===== src/rtl/booth_multiplier_seq.sv =====
// booth_multiplier_seq
// Sequential radix-2 Booth multiplier for two's-complement operands.
// One Booth add/subtract plus one arithmetic right shift per CALC cycle.
// The result comes out WIDTH cycles after the operation starts.
//
// state | meaning
// ------+----------------------------------------------------------
// IDLE  | waiting for start
// CALC  | iterating Booth steps (busy=1)
// DONE  | product valid, done=1 for one cycle; start accepted here too
//
// Ports:
//   clk      in   clock, rising edge
//   rst      in   synchronous reset, active-high
//   start    in   request; sampled only in IDLE or DONE
//   a        in   signed multiplicand, captured on accepted start
//   b        in   signed multiplier, captured on accepted start
//   busy     out  high while iterating
//   done     out  one-cycle pulse, product valid
//   product  out  signed a*b, held until the next result
module booth_multiplier_seq #(
    parameter int WIDTH = 4
) (
    input  logic                      clk,
    input  logic                      rst,
    input  logic                      start,
    input  logic signed [WIDTH-1:0]   a,
    input  logic signed [WIDTH-1:0]   b,
    output logic                      busy,
    output logic                      done,
    output logic signed [2*WIDTH-1:0] product
);

    localparam int CW = $clog2(WIDTH) + 1;

    typedef enum logic [1:0] {
        ST_IDLE = 2'd0,
        ST_CALC = 2'd1,
        ST_DONE = 2'd2
    } state_t;

    state_t state, state_nxt;

    logic signed [WIDTH:0]   acc;
    logic signed [WIDTH:0]   m;
    logic        [WIDTH-1:0] q;
    logic                    q_m1;
    logic        [CW-1:0]    cnt;

    logic signed [WIDTH:0]   acc_step;
    logic signed [WIDTH:0]   acc_new;
    logic        [WIDTH-1:0] q_new;
    logic                    accept;
    logic                    last_step;

    assign accept    = start && ((state == ST_IDLE) || (state == ST_DONE));
    assign last_step = (cnt == CW'(WIDTH - 1));

    // Booth recoding of {q[0], q_m1}: 01 adds m, 10 subtracts m.
    always_comb begin
        acc_step = acc;
        unique case ({q[0], q_m1})
            2'b01:   acc_step = acc + m;
            2'b10:   acc_step = acc - m;
            default: acc_step = acc;
        endcase
    end

    // Arithmetic right shift of {acc_step, q, q_m1}; acc_step[WIDTH] replicates.
    assign acc_new = {acc_step[WIDTH], acc_step[WIDTH:1]};
    assign q_new   = {acc_step[0], q[WIDTH-1:1]};

    always_ff @(posedge clk) begin
        if (rst) begin
            state <= ST_IDLE;
        end else begin
            state <= state_nxt;
        end
    end

    always_comb begin
        state_nxt = state;
        unique case (state)
            ST_IDLE: if (start)     state_nxt = ST_CALC;
            ST_CALC: if (last_step) state_nxt = ST_DONE;
            ST_DONE: state_nxt = start ? ST_CALC : ST_IDLE;
            default: state_nxt = ST_IDLE;
        endcase
    end

    always_ff @(posedge clk) begin
        if (rst) begin
            acc     <= '0;
            m       <= '0;
            q       <= '0;
            q_m1    <= 1'b0;
            cnt     <= '0;
            product <= '0;
            busy    <= 1'b0;
            done    <= 1'b0;
        end else begin
            // Flags follow the next state so they come straight from flops.
            busy <= (state_nxt == ST_CALC);
            done <= (state_nxt == ST_DONE);
            if (accept) begin
                m    <= {a[WIDTH-1], a};
                q    <= b;
                acc  <= '0;
                q_m1 <= 1'b0;
                cnt  <= '0;
            end else if (state == ST_CALC) begin
                acc  <= acc_new;
                q    <= q_new;
                q_m1 <= q[0];
                cnt  <= cnt + CW'(1);
                // acc_new[WIDTH] always equals acc_new[WIDTH-1] here, so dropping it is exact.
                if (last_step) begin
                    product <= {acc_new[WIDTH-1:0], q_new};
                end
            end
        end
    end

endmodule


===== config.mk =====
export PLATFORM = sky130hd
export DESIGN_NAME = booth_multiplier_seq
export DESIGN_NICKNAME = d
export VERILOG_FILES = /design/src/rtl/booth_multiplier_seq.sv
export SDC_FILE = /design/constraint.sdc
export NUM_CORES = 1
export LEC_CHECK = 0
export CAP_MARGIN = 20
export CORE_ASPECT_RATIO = 0.75
export CORE_MARGIN = 4
export CORE_UTILIZATION = 45
export DETAILED_ROUTE_END_ITERATION = 7
export PLACE_DENSITY = 0.71
export SYNTH_ARGS = -nofsm -noshare
export SYNTH_HDL_FRONTEND = slang
export SYNTH_SLANG_ARGS = --single-unit

===== constraint.sdc =====
create_clock -name clk -period 2.2 [get_ports clk]
set_input_delay 0.33 -clock clk [delete_from_list [all_inputs] [get_ports clk]]
set_output_delay 0.33 -clock clk [all_outputs]
set_load 0.02 [all_outputs]

==> results.sh <==
export IMPL_cts_tree="yes"
export IMPL_clkSinkCount=28
export IMPL_power_frac_seq=0.446
export IMPL_die_w_um=70.9
export IMPL_path_clk_slew_ns=0.09
export IMPL_drtIter0Drc=49
export IMPL_grt_max_degree=21
export IMPL_place_inst=224
export IMPL_post_drt_wl_per_cell_um=12.9
export IMPL_clk_path_buf_depth=2
export IMPL_synth_cell_types=29
export IMPL_postLayoutCoreUtil=0.654
export IMPL_layout_cells_non_filler=229
export IMPL_clock_latency_ns=0.27
export IMPL_r2r_cells=9
export IMPL_postSynth_asyncResetShare=0
export IMPL_finalClockSkew_ns=0.00604
export IMPL_grt_usage=0.166
export IMPL_avgViaCountPerCell=5.17
export IMPL_synth_area_um2=1340
export IMPL_finalHoldViolCount=0
export IMPL_fillCellCount=251
export IMPL_ant_nets=0
export IMPL_p_int_w=0.000908
export IMPL_cp_max_fo=4
export IMPL_area_growth_pct=33.4
export IMPL_cts_inserted_buffers=3
export IMPL_start_util=0.490
export IMPL_r2r_start="m[0]$_SDFFE_PP0P_"
export IMPL_powerDensity_nw_per_um2=677
export IMPL_port_buffers=20
export IMPL_netlist_instances=163
export IMPL_hold_slack_ns=0.460
export IMPL_grt_setup_unrepaired="yes"
export IMPL_synth_most_common_cell="dfxtp_1"
export IMPL_violations="negative setup slack"
export IMPL_timing_fmax_ghz=0.447
export IMPL_antenna_found_initial=0
export IMPL_place_congestion=0.787
export IMPL_vias=1185
export IMPL_dr_pass1_iters=4
export IMPL_avgSynthCellArea_um2=8.19
export IMPL_required_ns=2.39
export IMPL_dieArea_um2=3910
export IMPL_max_slew_worst_pin_slew_ns=0.431
export IMPL_cts_hold_fix_buffers=0
export IMPL_synthTopCellsByArea="dfxtp_1 (42%), nor2_1 (7.6%), ha_1 (7.5%), a21oi_1 (6.4%), nand2_1 (6.2%)"
export IMPL_slew_headroom=0.713
export IMPL_cts_root_buf="clkbuf_8"
export IMPL_layout_setup_ws_ns=-0.0390
export IMPL_period_share=1.02
export IMPL_setup_viol=1
export IMPL_run_status="finished with violations"
export IMPL_clkPwrFrac=0.329
export IMPL_diodes=0
export IMPL_power_switching_w=0.000298
export IMPL_grt_overflow_total=0
export IMPL_synth_nets=183
export IMPL_core_rowCount=16
export IMPL_drc=0
export IMPL_ys_flop_type="dfxtp_1"
export IMPL_post_route_min_period_ns=2.24
export IMPL_core_um2=2720
export IMPL_hold_class="reg2reg"
export IMPL_layout_drive_gt1_share=0.187
export IMPL_ys_ff_latch=28
export IMPL_nets=214
export IMPL_worstPathArrival_ns=2.42
export IMPL_power_switching_share=0.247
export IMPL_die_height_um=55.2
export IMPL_min_delay_start="product[0]$_SDFFE_PP0P_"
export IMPL_ys_seq_area_frac=0.420
export IMPL_synth_top_area_frac=0.420
export IMPL_ys_warn_count=0
export IMPL_grt_pass1_vias=1234
export IMPL_whs_path_depth=2
export IMPL_dp_hpwl_um=2230
export IMPL_synth_common_cells="dfxtp_1 (28), nor2_1 (27), nand2_1 (22)"
export IMPL_ff2ff_setup_slack_ns=-0.04
export IMPL_synth_top_area_cell="dfxtp_1"
export IMPL_cp_end_kind="flip-flop"
export IMPL_synth_edf_count=0
export IMPL_max_cap_viol_count=0
export IMPL_drt_total_wl_um=2960
export IMPL_combPwrFrac=0.224
export IMPL_r2r_end="product[7]$_SDFFE_PP0P_"
export IMPL_worstSetupPathType="reg2reg"
export IMPL_io_pins=21
export IMPL_startpoint_type="flip-flop"
export IMPL_cts_htree_levels=1
export IMPL_grt_pass1_wl_um=5040
export IMPL_ir_drop_mv=0.579
export IMPL_min_to="product[0]$_SDFFE_PP0P_"
export IMPL_finalMaxSlewViolations=0
export IMPL_leakage_nw=0.679
## stage by stage
step	TNS [ns]	area (µm²)	power, W	setup WS, ns
global route	-0.165	1780	0.00127	-0.163
floorplan	0	1350	0.000707	0.00896
CTS	-0.0286	1760	0.00120	-0.0286
finish	-0.0390	1780	0.00121	-0.0390
global placement	-0.00649	1660	0.000779	-0.00649
detailed placement	-0.105	1660	0.000792	-0.0705
## worst max path at each step
stage / slack (ns) / to / start
floorplan: 0.009 / product[7]$_SDFFE_PP0P_ / m[0]$_SDFFE_PP0P_
global placement: -0.006 / product[7]$_SDFFE_PP0P_ / m[0]$_SDFFE_PP0P_
detailed placement: -0.07 / product[7]$_SDFFE_PP0P_ / m[1]$_SDFFE_PP0P_
CTS: -0.03 / product[7]$_SDFFE_PP0P_ / m[0]$_SDFFE_PP0P_
global route: -0.16 / product[7]$_SDFFE_PP0P_ / m[0]$_SDFFE_PP0P_
finish: -0.04 / product[7]$_SDFFE_PP0P_ / m[0]$_SDFFE_PP0P_
## power by group through the flow
stage | clock network [W] | registers, W | logic [W]
after floorplan | 0 | 0.000549 | 0.000159
after global placement | 0 | 0.000548 | 0.000231
after detailed placement | 0 | 0.000549 | 0.000242
after CTS | 0.000404 | 0.000538 | 0.000263
after global routing | 0.000427 | 0.000542 | 0.000299
final | 0.000397 | 0.000538 | 0.000271
## kinds of logic after synthesis
family                     Yosys count  synth area share
and+or+nand+nor                     65             0.210
DFF                                 28             0.420
AOI/OAI and AO/OA                   35             0.161
muxes                                5            0.0384
buffers and inverters               16            0.0478
xor gates and xnor gates             5            0.0328
adders and majority gates            9            0.0900
## final cells by class
type                    instances  area [µm²]  area share
repair buffers                 34         305       0.171
clock inverters                 1        30.0      0.0169
flip-flops and latches         28         564       0.317
clock buffers                   3        41.3      0.0232
inverters                       8        30.0      0.0169
multi-input cells             119         764       0.429
well taps                      36        45.0      0.0253
## worst max-delay path: stages, from the launching register on
cell and delay, ns:
dfxtp_2 0.34, inv_2 0.05, ha_4 0.22, mux2_4 0.28
fa_2 0.34, nand2b_4 0.16, a21oi_4 0.13, xnor2_2 0.09
or3_1 0.31, a311oi_1 0.24
## sequential cells by signal, indices dropped and copies added, names as in the netlist
name and count:
state 2, cnt 3, q_m1 1, done 1, acc 4, m 4
q 4, product 8, busy 1
## layout by cell type, fill, tap and decap left out, types with 4 or more instances in the layout
cell type,instances
nand2_1,22
buf_4,14
nor2_1,23
ha_1,6
nor2_2,4
a21oi_1,17
clkdlybuf4s50_1,20
a22oi_1,4
a211oi_1,4
inv_1,6
dfxtp_1,25
mux2i_1,4
## per-layer routing
layer,global-route usage,part of all wire,vias up
li1,-,-,604
met1,0.190,0.47,560
met2,0.317,0.49,19
met3,0.0451,0.032,2
met4,0.0375,0.0044,0
met5,0,0,-
## repair_timing
item	CTS	global route
resized for setup	8	5
cloned	0	0
buffers inserted	0	1
hold endpoints to repair	0	0
pin swaps	2	6
endpoints found under the setup margin	4	6
No activity file was read; power rests on OpenSTA's default activity.
